`src/rtl/rv32i_types.sv`:
```
// rv32i_types: shared opcode/funct3 encodings, memory FSM states and access size masks.
package rv32i_types;
  typedef enum logic [6:0] {
    op_lui   = 7'b0110111,
    op_auipc = 7'b0010111,
    op_jal   = 7'b1101111,
    op_jalr  = 7'b1100111,
    op_br    = 7'b1100011,
    op_load  = 7'b0000011,
    op_store = 7'b0100011,
    op_imm   = 7'b0010011,
    op_reg   = 7'b0110011
  } rv32i_opcode;
  typedef enum logic [2:0] {
    lb  = 3'b000,
    lh  = 3'b001,
    lw  = 3'b010,
    ld  = 3'b011,
    lbu = 3'b100,
    lhu = 3'b101,
    lwu = 3'b110
  } load_funct3_t;
  typedef enum logic [2:0] {
    sb = 3'b000,
    sh = 3'b001,
    sw = 3'b010,
    sd = 3'b011
  } store_funct3_t;
  typedef enum logic [1:0] {IDLE, REQ, DONE} mem_state_t;
  localparam logic [7:0] MASK_B = 8'h01;
  localparam logic [7:0] MASK_H = 8'h03;
  localparam logic [7:0] MASK_W = 8'h0F;
  localparam logic [7:0] MASK_D = 8'hFF;
  function automatic logic [7:0] size_mask(input logic [1:0] sz);
    return sz == 2'd0 ? MASK_B : sz == 2'd1 ? MASK_H : sz == 2'd2 ? MASK_W : MASK_D;
  endfunction
endpackage

```
`src/rtl/lsu_load_align.sv`:
```
// lsu_load_align: shifts the addressed bytes down to bit 0 and sign- or zero-extends them.
module lsu_load_align #(
  parameter int XLEN = 32
) (
  input  logic [XLEN-1:0]            rdata,
  input  logic [$clog2(XLEN/8)-1:0]  offset,
  input  logic [2:0]                 funct3,
  output logic [XLEN-1:0]            data
);
  logic [XLEN-1:0] s, keep;
  logic [6:0] nbits;
  logic msb;
  // keep ^ (keep >> 1) isolates the top bit of the loaded field, i.e. its sign bit
  always_comb begin
    s = rdata >> {offset, 3'b000};
    nbits = 7'd8 << funct3[1:0];
    keep = (nbits >= 7'(XLEN)) ? '1 : ~({XLEN{1'b1}} << nbits);
    msb = |(s & (keep ^ (keep >> 1)));
    data = (s & keep) | ({XLEN{~funct3[2] & msb}} & ~keep);
  end
endmodule

```
`src/rtl/mem_access_unit.sv`:
```
// mem_access_unit: load/store unit issuing one aligned data-memory access per accepted op.
import rv32i_types::*;
module mem_access_unit #(
  parameter int XLEN = 32,
  parameter int STRB = XLEN / 8
) (
  input  logic            clk,
  input  logic            rst,
  input  logic            in_valid,
  output logic            in_ready,
  input  logic [6:0]      in_opcode,
  input  logic [2:0]      in_funct3,
  input  logic [XLEN-1:0] in_addr,
  input  logic [XLEN-1:0] in_wdata,
  output logic            out_valid,
  input  logic            out_ready,
  output logic [XLEN-1:0] out_rdata,
  output logic [STRB-1:0] out_rmask,
  output logic [STRB-1:0] out_wmask,
  output logic            out_misaligned,
  output logic            out_illegal,
  output logic [XLEN-1:0] dmem_address,
  output logic            dmem_read,
  output logic            dmem_write,
  output logic [XLEN-1:0] dmem_wdata,
  output logic [STRB-1:0] dmem_byte_enable,
  input  logic [XLEN-1:0] dmem_rdata,
  input  logic            dmem_resp
);
  localparam int OFFW = $clog2(STRB);
  mem_state_t state, state_n;
  logic ld_r, st_r, mis_r, ill_r;
  logic [2:0] f3_r;
  logic [XLEN-1:0] addr_r, wdata_r, rdata_r, load_data;
  logic is_ld, is_st, ill, mis, go;
  logic [STRB-1:0] be_mask;
  // illegal funct3 is decided first: its size field is meaningless for alignment
  always_comb begin
    is_ld = in_opcode == op_load;
    is_st = in_opcode == op_store;
    ill = is_ld ? (in_funct3 == 3'b111 || (XLEN == 32 && (in_funct3 == ld || in_funct3 == lwu)))
        : is_st ? in_funct3 > ((XLEN == 32) ? sw : sd) : 1'b0;
    mis = (is_ld || is_st) && !ill && ((in_funct3[1:0] == 2'd1 && in_addr[0])
        || (in_funct3[1:0] == 2'd2 && |in_addr[1:0]) || (in_funct3[1:0] == 2'd3 && |in_addr[2:0]));
    go = (is_ld || is_st) && !ill && !mis;
  end
  always_comb begin
    state_n = state;
    in_ready = 1'b0;
    dmem_read = 1'b0;
    dmem_write = 1'b0;
    out_valid = 1'b0;
    case (state)
      IDLE: begin
        in_ready = 1'b1;
        state_n = in_valid ? (go ? REQ : DONE) : IDLE;
      end
      REQ: begin
        dmem_read = ld_r;
        dmem_write = st_r;
        state_n = dmem_resp ? DONE : REQ;
      end
      DONE: begin
        out_valid = 1'b1;
        state_n = out_ready ? IDLE : DONE;
      end
      default: state_n = IDLE;
    endcase
  end
  always_ff @(posedge clk) begin
    if (rst) begin
      state <= IDLE;
      ld_r <= 1'b0;
      st_r <= 1'b0;
      mis_r <= 1'b0;
      ill_r <= 1'b0;
      f3_r <= '0;
      addr_r <= '0;
      wdata_r <= '0;
      rdata_r <= '0;
    end else begin
      state <= state_n;
      if (state == IDLE && in_valid) begin
        ld_r <= go & is_ld;
        st_r <= go & is_st;
        mis_r <= mis;
        ill_r <= ill;
        f3_r <= in_funct3;
        addr_r <= in_addr;
        wdata_r <= in_wdata;
        rdata_r <= '0;
      end
      if (state == REQ && dmem_resp && ld_r) rdata_r <= load_data;
    end
  end
  lsu_load_align #(.XLEN(XLEN)) u_align (
    .rdata  (dmem_rdata),
    .offset (addr_r[OFFW-1:0]),
    .funct3 (f3_r),
    .data   (load_data)
  );
  always_comb begin
    be_mask = STRB'(size_mask(f3_r[1:0])) << addr_r[OFFW-1:0];
    dmem_address = {addr_r[XLEN-1:OFFW], {OFFW{1'b0}}};
    dmem_wdata = wdata_r << {addr_r[OFFW-1:0], 3'b000};
    dmem_byte_enable = (state == REQ && st_r) ? be_mask : '0;
    out_rmask = (state == DONE && ld_r) ? be_mask : '0;
    out_wmask = (state == DONE && st_r) ? be_mask : '0;
    out_misaligned = state == DONE && mis_r;
    out_illegal = state == DONE && ill_r;
    out_rdata = rdata_r;
  end
endmodule

```
`config.mk`:
```
export PLATFORM = sky130hd
export DESIGN_NAME = mem_access_unit
export DESIGN_NICKNAME = d
export VERILOG_FILES = /design/src/rtl/rv32i_types.sv /design/src/rtl/lsu_load_align.sv /design/src/rtl/mem_access_unit.sv
export SDC_FILE = /design/constraint.sdc
export NUM_CORES = 1
export LEC_CHECK = 0
export ABC_AREA = 1
export CORE_MARGIN = 10
export CORE_UTILIZATION = 35
export CTS_CLUSTER_SIZE = 14
export DETAILED_ROUTE_END_ITERATION = 12
export DONT_BUFFER_PORTS = 1
export PLACE_DENSITY = 0.6
export SETUP_SLACK_MARGIN = 0.02
export SKIP_LAST_GASP = 1
export SLEW_MARGIN = 15
export SYNTH_ARGS = -nofsm -noshare
export SYNTH_HDL_FRONTEND = slang
export SYNTH_SLANG_ARGS = --single-unit
```
`constraint.sdc`:
```
create_clock -name clk -period 2.05 [get_ports clk]
set_input_delay 0.3075 -clock clk [delete_from_list [all_inputs] [get_ports clk]]
set_output_delay 0.3075 -clock clk [all_outputs]
set_load 0.03 [all_outputs]
```
==> results of run 1 <==
registers in the layout (all words and copies together) (netlist names):
| name | cells |
|---|---|
| out_rdata | 32 |
| addr_r | 32 |
| mis_r | 1 |
| ld_r | 1 |
| ill_r | 1 |
| state | 2 |
| f3_r | 3 |
| wdata_r | 32 |
| st_r | 1 |
power by group:
group | internal [mW] | leakage [nW] | switching (mW)
Clock | 0.862 | 0.143 | 0.880
Combinational | 0.354 | 1.42 | 0.742
Sequential | 2.16 | 0.863 | 0.187
Total | 3.37 | 2.42 | 1.81
routing by layer:
metal	wire length [um]	vias to the layer above	share of wire, %
li1	-	2497	-
met1	7420	2242	42
met2	8340	157	47
met3	1570	22	8.9
met4	287	2	1.6
met5	18	-	0.10
final timing paths:
path,from,endpoint,slack (ps),cells after the start
worst max-delay path,addr_r[0],dmem_wdata[22],100,5
worst min-delay path,rst,ill_r,10,1
worst max register to register,addr_r[1],out_rdata[31],460,9
worst min register to register,mis_r,mis_r,460,2
final cells by class:
cell class                      instances  area [um^2]
Inverter                               32          129
Fill cell                            1617         8800
Timing Repair Buffer                   65          533
Sequential cell                       105         2110
Tap cell                              184          230
Multi-Input combinational cell        561         2590
Clock inverter                          7         72.6
Antenna cell                            3         7.51
Clock buffer                            9          225
worst max-delay path, cell delays in order, from the launching register on:
cell and delay (ps):
dfxtp_4 390, nor2_8 200, clkinvlp_4 300, nor2_1 170, a21oi_1 60, buf_4 170
repair_timing:
| item | 4_1_cts | 5_1_grt |
|---|---|---|
| resized for setup | 1 | 6 |
| pin swaps | 0 | 0 |
| setup endpoints to repair | 2 | 10 |
cell usage after synthesis (2+ instances only):
library cell,n
nor2_1,182
nand2_1,134
dfxtp_1,105
o21ai_0,94
a21oi_1,64
buf_4,33
inv_1,29
clkbuf_1,28
buf_2,20
nand3_1,16
nand2_2,15
a21oi_2,10
a31oi_1,10
a22oi_1,8
o22ai_1,6
o211ai_1,5
nand3_2,4
o21ai_1,3
buf_1,2
buf_6,2
inv_2,2
logic make-up after synthesis:
logic type,after synthesis,synth area share [%]
AOI/OAI and AO/OA,203,21.1
other,1,0.0708
buffers and inverters,118,11.7
and+or+nand+nor,355,27.3
muxes,1,0.189
DFF,105,39.7
==> qor.txt, run 1 <==
Placement Setup Slack: 394 ps
unrepaired setup endpoints after global routing: true
Die ar.: 20400 um^2
WS Path Type: reg -> out
Die Ht: 143 um
crit end category: primary output
Detailed Route Iter0 Violations: 325
Rows: 44
Yosys top cell area share: 39.7%
Placed Area: 5570 um^2
Initial Util: 36.0%
Post-synth EDFFs: 0
gpl congestion: 0.851
initial antenna violation count: 4
hold_buf cts: 0
routed via count: 4920
largest net degree at the start of global routing: 53
# DRC: 0
CTS Buf Count: 9
CTS root buffer: clkbuf_16
CORE AREA: 14700 um^2
GR Util met3: 6.17%
CTS max path bufs: 2
top cells by area, synth: dfxtp_1 (40%), nor2_1 (13%), nand2_1 (9.5%)
Core Util, Final: 40.1%
vias per inst: 5.09
WL/cell: 18.3 um
Max IR drop VDD: 393 uV
Routed Antenna Nets: 0
M1 GR Usage: 19.9%
Reg clk slew, reported paths: 80 ps
clk_lat worst skew: 350 ps
max cap viols: 0
post-CTS setup buffers: 0
I/O pin cnt: 225
YS warnings: 0
Layout Cells excl Fill: 966
CP required: 1740 ps
area grow syn2layout: 11.3%
Clock Skew: 9.34 ps
ys flop type: dfxtp_1
asr flop ratio synth: 0%
Final Hold Violating Endpoints: 0
first-pass GRT wire length: 26900 um
final setup margin: 103 ps
post-synthesis sequential area ratio: 39.7%
status: complete, no violations
met2 Resource Use GR: 27.0%
Tmin final: 1950 ps
P per Cell Area: 879 nW/um^2
min-delay worst type: in -> reg
Slew Viols, Final: 0
startpoint types: flip-flop
vias in the first global route: 4791
Nets: 885
Die W: 143 um
Cells after Synth: 783
busiest grt layer: met2
Port Buf Inserts: 0
mapped cell area: 5300 um^2
Yosys reg bits: 105
Total GRT Usage: 16.6%
Clock Sinks: 105
Max Fclk: 0.514 GHz
GRT Residual Overflow: 0
Arrival @ worst endpoint: 1640 ps
design area: 5900 um^2
total power: 5.18 mW
TritonCTS clock tree: done
hold_ws: 13.7 ps
area leader, netlist: dfxtp_1
most common cell after layout, fill and taps aside: nor2_1
most frequent cells in the layout: nor2_1 (182), nand2_1 (133), dfxtp_1 (103), o21ai_0 (93), a21oi_1 (64)
synthesized area per cell: 6.76 um^2
Setup Viol. Count Final: 0
distinct cell type count after synthesis: 32
routed wire length: 17600 um
Pleak: 2.42 nW
layout cell share with drive strength beyond 1: 15.8%
dpl cells: 947
setup_tns: 0 ps
period utilization: 95.0%
H-tree Lvls: 3
CP max FO: 11
DR pass1 iterations: 5
HPWL after DPL: 13400 um
No activity file was read; power rests on OpenSTA's default activity.
==> run 2, diff against run 1 <==
--- a/config.mk
+++ b/config.mk
@@ -8,11 +8,11 @@
 export ABC_AREA = 1
 export CORE_MARGIN = 10
 export CORE_UTILIZATION = 35
-export CTS_CLUSTER_SIZE = 14
+export CTS_CLUSTER_SIZE = 20
 export DETAILED_ROUTE_END_ITERATION = 12
 export DONT_BUFFER_PORTS = 1
 export PLACE_DENSITY = 0.6
-export SETUP_SLACK_MARGIN = 0.02
+export SETUP_SLACK_MARGIN = 0.2
 export SKIP_LAST_GASP = 1
 export SLEW_MARGIN = 15
 export SYNTH_ARGS = -nofsm -noshare
==> run 2 against run 1 <==
Net effect: cell count increased by 0.21%; highest routed layer unchanged; critical endpoint is now dmem_wdata[23]; combinational power increased by 5%; first-iteration DRC count up 25%; routed wire length up 2.3%; global-route usage increased by 0.36 points; sequential power about the same; flip-flop and latch count unchanged; setup slack improved by 140 ps; critical path depth did not move; core utilization grew 0.77 points; die area stayed put.
==> qor.txt, run 2 (synthesis gave the netlist of run 1 again) <==
Tmin final: 1810 ps
WS Path Type: reg -> out
Max IR drop VDD: 395 uV
Worst slew margin: 59.9%
CP required: 1740 ps
TritonCTS clock tree: done
GRT Residual Overflow: 0
Routed Antenna Nets: 0
Slew @ Worst Pin: 597 ps
period utilization: 88.2%
crit-path cells: inv_6, buf_12, nor2_1, o32ai_2, buf_4
largest net degree at the start of global routing: 57
most common cell after layout, fill and taps aside: nor2_1
WL/cell: 18.6 um
startpoint types: flip-flop
max cap viols: 0
Detailed Route Iter0 Violations: 405
hold_buf cts: 0
Total GRT Usage: 17.0%
Final Hold Violating Endpoints: 0
most frequent cells in the layout: nor2_1 (180), nand2_1 (132), dfxtp_1 (103), o21ai_0 (90), a21oi_1 (64)
crit end category: primary output
P per Cell Area: 875 nW/um^2
critical path's slowest cell: dfxtp_4
area grow syn2layout: 13.5%
layout cell share with drive strength beyond 1: 17.0%
routed via count: 4973
Arrival @ worst endpoint: 1500 ps
WP buf/inv: 3
Clock Skew: 4.85 ps
gpl congestion: 0.868
Clock Sinks: 105
HPWL after DPL: 13800 um
CTS root buffer: clkbuf_16
Rows: 44
vias in the first global route: 4725
Reg clk slew, reported paths: 70 ps
CTS max path bufs: 2
Int Power: 3.50 mW
H-tree Lvls: 3
clk_lat worst skew: 350 ps
combinational share of power: 22.0%
sequential share of power: 44.7%
first-pass GRT wire length: 27200 um
Nets: 889
Port Buf Inserts: 0
Slew Viols, Final: 0
status: complete, no violations
Initial Util: 36.0%
setup_tns: 0 ps
Setup Viol. Count Final: 0
DR pass1 iterations: 5
family with the most delay on the worst path: buffers and inverters
min-delay worst type: in -> reg
hold_ws: 25.4 ps
Clock Power Share: 33.4%
routed wire length: 18100 um
vias per inst: 5.14
CP max FO: 18
Die Ht: 143 um
# DRC: 0
Sw Share: 33.4%
Die ar.: 20400 um^2
Switch Pwr: 1.76 mW
I/O pin cnt: 225
CORE AREA: 14700 um^2
CP peak stage delay: 390 ps
unrepaired setup endpoints after global routing: true
Die W: 143 um
Max Fclk: 0.553 GHz
CTS Buf Count: 9
initial antenna violation count: 6
Pleak: 2.47 nW
total power: 5.26 mW
==> run 2: path summary, 6_finish.rpt <==
path | from | endpoint | slack (ps) | depth (start not counted)
max | addr_r[0] | dmem_wdata[23] | 240 | 5
min reg2reg | mis_r | mis_r | 460 | 2
max reg2reg | addr_r[0] | out_rdata[31] | 430 | 9
min | rst | ill_r | 30 | 1
==> run 2: stage by stage <==
stage / cell area (um^2) / worst slack (ps) / cells / utilization [%]
floorplan: 5320 / 229 / 784 / -
global placement: 5600 / 409 / 947 / 38.1
detailed placement: 5600 / 358 / 947 / 38.1
CTS: 5960 / 146 / 964 / 40.6
global route: 6010 / 169 / 967 / 40.9
finish: 6010 / 243 / 968 / 40.9
==> run 2: repair_timing <==
action / 4_1_cts / 5_1_grt
gates resized for setup: 15 / 8
endpoints found under the setup margin: 36 / 29
setup buffers: 1 / 3
pin swaps: 0 / 3
==> run 2: metal layers <==
metal	global-route usage [%]	part of all wire [%]
met1	19.6	40
met2	27.7	47
met3	8.46	12
met4	3.58	1.1
met5	0	0.32
==> run 2: final cells by class <==
| class | instances | area (um^2) |
|---|---|---|
| repair buffers | 69 | 621 |
| clock inverters | 6 | 65.1 |
| clock buffers | 10 | 229 |
| inverters | 32 | 131 |
| fillers | 1564 | 8690 |
| flip-flops and latches | 105 | 2110 |
| well taps | 184 | 230 |
| diodes | 1 | 2.50 |
| multi-input cells | 561 | 2620 |
==> run 2: power groups by stage <==
stage                     clock [mW]  sequential, mW  combinational [mW]
after detailed placement           0            2.39                1.12
after CTS                       1.82            2.35                1.14
final                           1.76            2.35                1.16
after floorplan                    0            2.25               0.993
after global routing            1.90            2.36                1.27
after global placement             0            2.39                1.11
==> run 3, diff against run 2 <==
==> constraint.sdc (replaced) <==
create_clock -name clk -period 2.05 [get_ports clk]
set_input_delay 0.3075 -clock clk [delete_from_list [all_inputs] [get_ports clk]]
set_output_delay 0.3075 -clock clk [all_outputs]
set_load 0.01 [all_outputs]
==> run 3 against run 2 <==
Net effect: sequential share of layout area up 1.6 points; highest routed layer unchanged; design area down 4.3%; sequential power down 3%; cell count down 3.1%; critical endpoint is now dmem_wdata[31]; worst hold slack worse by 1.3 ps; die area unchanged; critical path depth down 1; flip-flop and latch count unchanged; core utilization down 1.8 points.
==> qor.txt, run 3 (synthesis gave the netlist of run 1 again) <==
status: complete, no violations
critical path's slowest cell: dfxtp_4
CP max FO: 30
Crit path depth: 4
Clock Sinks: 105
Die ar.: 20400 um^2
routed via count: 4808
min-delay worst type: in -> reg
most common cell after layout, fill and taps aside: nor2_1
hold_ws: 24.1 ps
routed wire length: 17600 um
Die Ht: 143 um
Initial Util: 36.0%
unrepaired setup endpoints after global routing: true
Die W: 143 um
P per Cell Area: 876 nW/um^2
dpl cells: 908
CORE AREA: 14700 um^2
GRT Residual Overflow: 0
Max IR drop VDD: 397 uV
WL/cell: 18.8 um
TritonCTS clock tree: done
clk_lat worst skew: 360 ps
startpoint types: flip-flop
vias per inst: 5.13
layout cell share with drive strength beyond 1: 14.0%
CP required: 1740 ps
Arrival @ worst endpoint: 1490 ps
Tmin final: 1790 ps
Layout Cells excl Fill: 938
Clock Skew: 10.3 ps
Max Fclk: 0.558 GHz
family with the most delay on the worst path: compound AO/OA/AOI/OAI gates
area grow syn2layout: 8.58%
WP buf/inv: 2
Nets: 856
Core Util, Final: 39.1%
Rows: 44
Detailed Route Iter0 Violations: 305
Final Hold Violating Endpoints: 0
HPWL after DPL: 13400 um
Port Buf Inserts: 0
crit-path cells: buf_12, o21ai_0, a22oi_1, buf_4
# DRC: 0
CTS max path bufs: 2
first-pass GRT wire length: 26300 um
CTS Buf Count: 9
Pleak: 2.27 nW
Total GRT Usage: 16.5%
CP peak stage delay: 390 ps
WS Path Type: reg -> out
initial antenna violation count: 5
Slew Viols, Final: 0
Reg clk slew, reported paths: 70 ps
vias in the first global route: 4526
max cap viols: 0
most frequent cells in the layout: nor2_1 (172), nand2_1 (132), dfxtp_1 (103), o21ai_0 (90), a21oi_1 (64)
Hold Path Depth: 1
largest net degree at the start of global routing: 69
cell count of the worst reg-to-reg path: 8
CTS root buffer: clkbuf_16
I/O pin cnt: 225
period utilization: 87.4%
Setup Viol. Count Final: 0
gpl congestion: 0.911
crit end category: primary output
H-tree Lvls: 3
Routed Antenna Nets: 0
Layout fillers: 1600
DR pass1 iterations: 5
setup_tns: 0 ps
run 3: final cells by class:
| class | instances | area, um^2 | share of cell area [%] |
|---|---|---|---|
| Tap cell | 184 | 230 | 4.00 |
| Multi-Input combinational cell | 561 | 2620 | 45.6 |
| Inverter | 32 | 138 | 2.39 |
| Antenna cell | 4 | 10.0 | 0.174 |
| Timing Repair Buffer | 36 | 320 | 5.57 |
| Clock buffer | 9 | 225 | 3.92 |
| Sequential cell | 105 | 2110 | 36.7 |
| Clock inverter | 7 | 95.1 | 1.65 |
run 3: what timing repair did:
item                                    4_1_cts  5_1_grt
pin swaps                                     2        1
resized for setup                            20       14
endpoints found under the setup margin       35       38
hold buffers                                  2        0
endpoints found under the hold margin         2        0
buffers inserted                              3        5
gates cloned                                  0        0
run 3: where the power goes:
group	internal, mW	leakage (nW)	switching, mW
registers	2.16	0.864	0.112
clock network	0.987	0.157	0.870
logic	0.309	1.25	0.602
run 3: stage by stage:
step | total power, mW | instance area, um^2 | setup WS [ps]
after global placement | 3.16 | 5240 | 391
final | 5.04 | 5750 | 257
after floorplan | 3.01 | 5300 | 433
after global routing | 5.30 | 5740 | 177
after detailed placement | 3.17 | 5240 | 359
after CTS | 5.10 | 5670 | 168
run 3: path summary, 6_finish.rpt:
kind | endpoint | start | slack [ps]
worst max-delay path | dmem_wdata[31] | addr_r[0] | 260
worst min register to register | mis_r | mis_r | 460
worst min-delay path | mis_r | rst | 20
worst max register to register | out_rdata[14] | state[1] | 410
run 3: routing by layer:
layer  wire length, um  vias up  global-route usage [%]
li1                  -     2439                       -
met1              7060     2174                    18.5
met2              8220      172                    26.5
met3              2070       21                    8.96
met4               278        2                    5.05
met5                13        -                       0
==> variant 1 (settings of run 2) <==
`XLEN` is set to 32 in 2 places; all go to 64.
--- a/src/rtl/lsu_load_align.sv
+++ b/src/rtl/lsu_load_align.sv
@@ -1,6 +1,6 @@
 // lsu_load_align: shifts the addressed bytes down to bit 0 and sign- or zero-extends them.
 module lsu_load_align #(
-  parameter int XLEN = 32
+  parameter int XLEN = 64
 ) (
   input  logic [XLEN-1:0]            rdata,
   input  logic [$clog2(XLEN/8)-1:0]  offset,
--- a/src/rtl/mem_access_unit.sv
+++ b/src/rtl/mem_access_unit.sv
@@ -1,7 +1,7 @@
 // mem_access_unit: load/store unit issuing one aligned data-memory access per accepted op.
 import rv32i_types::*;
 module mem_access_unit #(
-  parameter int XLEN = 32,
+  parameter int XLEN = 64,
   parameter int STRB = XLEN / 8
 ) (
   input  logic            clk,
Interface: changed (9 resized); port bits go from 225 to 429. The function was not compared with the original's and may differ.
==> variant 1 against run 2 <==
The run now ends with hold timing, setup timing left; routed wire length grew to 3.1 times the old value; worst setup slack lost 0.61 ns; hold slack lost 0.030 ns; final cell count grew 140%; design area grew to 2.9 times the old value; non-clock buffer count grew 227; synthesized area grew 110%; highest routed layer unchanged; power grew to 2.5 times the old value; sequential cell count grew 96; die area grew 96%.
==> variant 1: results (changes against run 2) <==
- The run finished, with violations left.
- The final reports fail on hold timing, setup timing.
- The clock network fraction of design power came to 31.7% (-1.7 points).
- The per-cell via count in the routed design is 5.57 (+8.4%).
- The number of global-route vias before repair is 12400 (+160%).
- The endpoint arrival time on the critical path is 2.11 ns (+0.61 ns).
- The biggest fanout along the worst timing path was 7 (-11).
- The register-to-register setup slack is -0.09 ns (-0.52 ns).
- The largest buffer count on any clock path is 3 (+1).
- The number of nets in the layout is 2120 (+140%).
- The most critical setup path has its endpoint at dmem_wdata[48].
- The wire length the detailed router placed on met1 is 20.0 mm (+170%).
- The total length of routed met2 wires is 27.2 mm (+220%).
- The commonest cells after synthesis are sky130_fd_sc_hd__nand2_1 (406), sky130_fd_sc_hd__nor2_1 (304), sky130_fd_sc_hd__o21ai_0 (250), sky130_fd_sc_hd__dfxtp_1 (201), sky130_fd_sc_hd__a21oi_1 (145).
- The post-route worst setup slack is -0.365 ns (-0.608 ns).
- The number of logic inverters in the finished layout is 79 (+150%).
- The depth of the worst register-to-register path was 16 (+7).
- The met1 layer usage reported by global route was 28.3% (+8.7 points).
- The number of combinational gates with multiple inputs is 1311 (+130%).
- The delay contributed by the slowest stage of the critical path came to 0.37 ns (-0.02 ns).
- The final setup violation count was 137 (+137).
- The maximum number of pins on one net before global-route repair is 96 (+68%).
- The global-route track usage on met3 is 7.82% (-0.64 points).
- The total track usage is 25.2% (+8.2 points).
- The total of plain and repair buffers excluding clock buffers is 296 (+330%).
- The reported sequential group power came to 4530 uW (+93%).
- The routed wire length is 55.8 mm (+210%).
- The met2 routing resource usage after global routing came to 42.8% (+15 points).
- The count of final hold-check violations was 2 (+2).
- The full die area is 40000 um2 (+96%).
- The worst supply voltage drop on vdd is 0.599 mV (+52%).
- The distinct cell type count of the synthesized netlist is 33 (+3.1%).
- The static leakage is 0.00706 uW (+190%).
- The total of clock buffers placed in the layout is 35 (+25).
- The multi-input gate share of the layout cell area is 46.5% (+2.9 points).
- The worst hold slack came to -0.00416 ns (-0.0296 ns).
==> variant 1: cell types whose count changed in the layout (fill, tap and decap cells not counted), moves of 54 or more <==
cell                            before  now
sky130_fd_sc_hd__buf_6               2   62
sky130_fd_sc_hd__dfxtp_1           103  194
sky130_fd_sc_hd__dlygate4sd3_1       0  112
sky130_fd_sc_hd__nand2_1           132  309
sky130_fd_sc_hd__nand2_4             1   55
sky130_fd_sc_hd__nand3_1            16   78
sky130_fd_sc_hd__nor2_1            180  241
sky130_fd_sc_hd__o21ai_0            90  163
==> variant 1: stage by stage <==
stage,utilization [%],cells,TNS [ns]
2_1_floorplan,-,1793,0
3_3_place_gp,39.1,2135,0
3_5_place_dp,39.1,2135,0
4_1_cts,49.0,2327,-12.43
5_1_grt,54.1,2366,-27.80
6_report,54.1,2367,-18.78
==> variant 1: repair_timing <==
item                                    CTS  global route
gates resized for setup                 184           317
endpoints found under the hold margin   178             0
setup buffers                            24            30
hold buffers                            113             0
cloned                                   13             7
pin swaps                                44            57
endpoints found under the setup margin  101           162
==> variant 2 (flow settings as in run 2) <==
Made on the original files. Reset style: asynchronous (`rst`), changed in one clocked block.
--- a/src/rtl/mem_access_unit.sv
+++ b/src/rtl/mem_access_unit.sv
@@ -67,7 +67,7 @@
       default: state_n = IDLE;
     endcase
   end
-  always_ff @(posedge clk) begin
+  always_ff @(posedge clk or posedge rst) begin
     if (rst) begin
       state <= IDLE;
       ld_r <= 1'b0;
Behaviour: differs if rst is asserted again (counterexample within 4 cycles, from zero or initial values and one cycle with rst high); with rst held inactive, the same outputs for 4 cycles.
==> variant 2 against run 2 <==
Worst setup slack worse by 0.13 ns; count of clock-buffer cells in the layout fell by 1; synthesized area increased by 5.2%; clock skew is 0.0076 ns higher; register-to-register slack got worse by 0.04 ns; hold slack better by 0.020 ns; via count fell by 1.7%; routed wire length is 0.69% higher; sequential cell count is the same; design area increased by 11%.
Power is not compared: it rests on default switching activity, and its combinational part moved more than twofold at a synthesized area within 25%.
==> variant 2: results (changes against run 2) <==
- The number of placed cells counting well taps is 987 (+4.2%).
- The routability congestion estimate from global placement is 0.861 (-0.82%).
- The worst hold slack came to 0.0453 ns (+0.0199 ns).
- The depth of the worst register-to-register path is 11 (+2).
- The clock period minus worst slack is 1.94 ns (+0.132 ns).
- The total track usage came to 16.5% (-0.43 points).
- The sequential-to-total area share from yosys stat was 47.2% (+7.5 points).
- The post-cts gate resize count is 26 (+11).
- The per-cell via count in the routed design came to 4.82 (-6.1%).
- The clock transition time at the flip-flop clock pins of the worst setup and hold paths is 0.09 ns (+0.02 ns).
- The critical hold path startpoint is in_addr[8].
- The worst hold path depth is 2 (+1).
- The flow ran to the end, and the final reports show no timing, DRC or antenna violations.
- The initial antenna violation count was 0 (-6).
- The met1 layer usage reported by global route was 19.7% (+0.12 points).
- The routed wire length is 18.2 mm (+0.69%).
- The wire length the detailed router placed on met1 was 7.04 mm (-3.2%).
- The amount of wire on met3 after detailed routing is 2.45 mm (+17%).
- The endpoint of the most critical register-to-register path is out_rdata[31].
- The global-route wire length before repair was 28.1 mm (+3.6%).
- The layout cell share with drive strength beyond 1 came to 17.7% (+0.68 points).
- The count of routing violations after the opening detailed-route iteration is 304 (-25%).
- The clock insertion delay at the later pin of the skew report is 0.37 ns (+0.02 ns).
- The minimum setup slack after placement is 0.261 ns (-0.0970 ns).
- The commonest cells after synthesis are sky130_fd_sc_hd__nand2_1 (351), sky130_fd_sc_hd__dfrtp_1 (105), sky130_fd_sc_hd__o21ai_0 (54), sky130_fd_sc_hd__nor2_1 (52), sky130_fd_sc_hd__inv_1 (41).
- The actual transition at the worst max-transition pin is 0.702 ns (+0.104 ns).
- The register-to-register setup slack is 0.39 ns (-0.04 ns).
- The total half-perimeter wirelength after legalization and detailed placement came to 13.7 mm (-0.77%).
- The post-CTS repair timing setup buffer count is 6 (+5).
- The endpoint arrival time on the critical path is 1.63 ns (+0.13 ns).
- The delay contributed by the slowest stage of the critical path was 0.47 ns (+0.08 ns).
- The setup skew after layout came to 0.0125 ns (+0.00763 ns).
- The cell with the biggest individual delay on the critical path is sky130_fd_sc_hd__dfrtp_2.
- Yosys attributes the largest share of cell area to sky130_fd_sc_hd__dfrtp_1 (47%), sky130_fd_sc_hd__nand2_1 (24%), sky130_fd_sc_hd__o21ai_0 (4.9%).
- The wire length per cell after detailed routing is 17.9 um (-3.9%).
- The cell count after synthesis is 781 (-0.26%).
- The diode insertion count for antenna repair was 0 (-1).
[variant 2: cell types whose count changed in the layout (fill, tap and decap cells not counted), sizes merged, moves of 2 or more]
cell    change
nand3       +7
dfxtp     -105
nor2      -131
dfrtp     +105
a21oi      -36
nand2     +203
o211ai      -5
a31oi       -3
o21ai      -43
buf         +7
inv        +14
clkinv      +2
[variant 2: cell families (layout without fill, tap and decap cells)]
logic type	after synthesis	after routing	synth area share (%)
other	1	2	0.0673
and+or+nand+nor	436	436	30.5
AOI/OAI and AO/OA	115	115	11.1
buffers and inverters	123	139	11.1
DFF	105	105	47.2
muxes	1	1	0.180
[variant 2: area by class of cell]
type	instances	area, um2
well taps	216	270
clock buffers	9	225
multi-input cells	554	2510
clock inverters	7	123
inverters	45	193
repair inverters	1	6.26
repair buffers	77	746
fillers	1614	9010
flip-flops and latches	105	2630
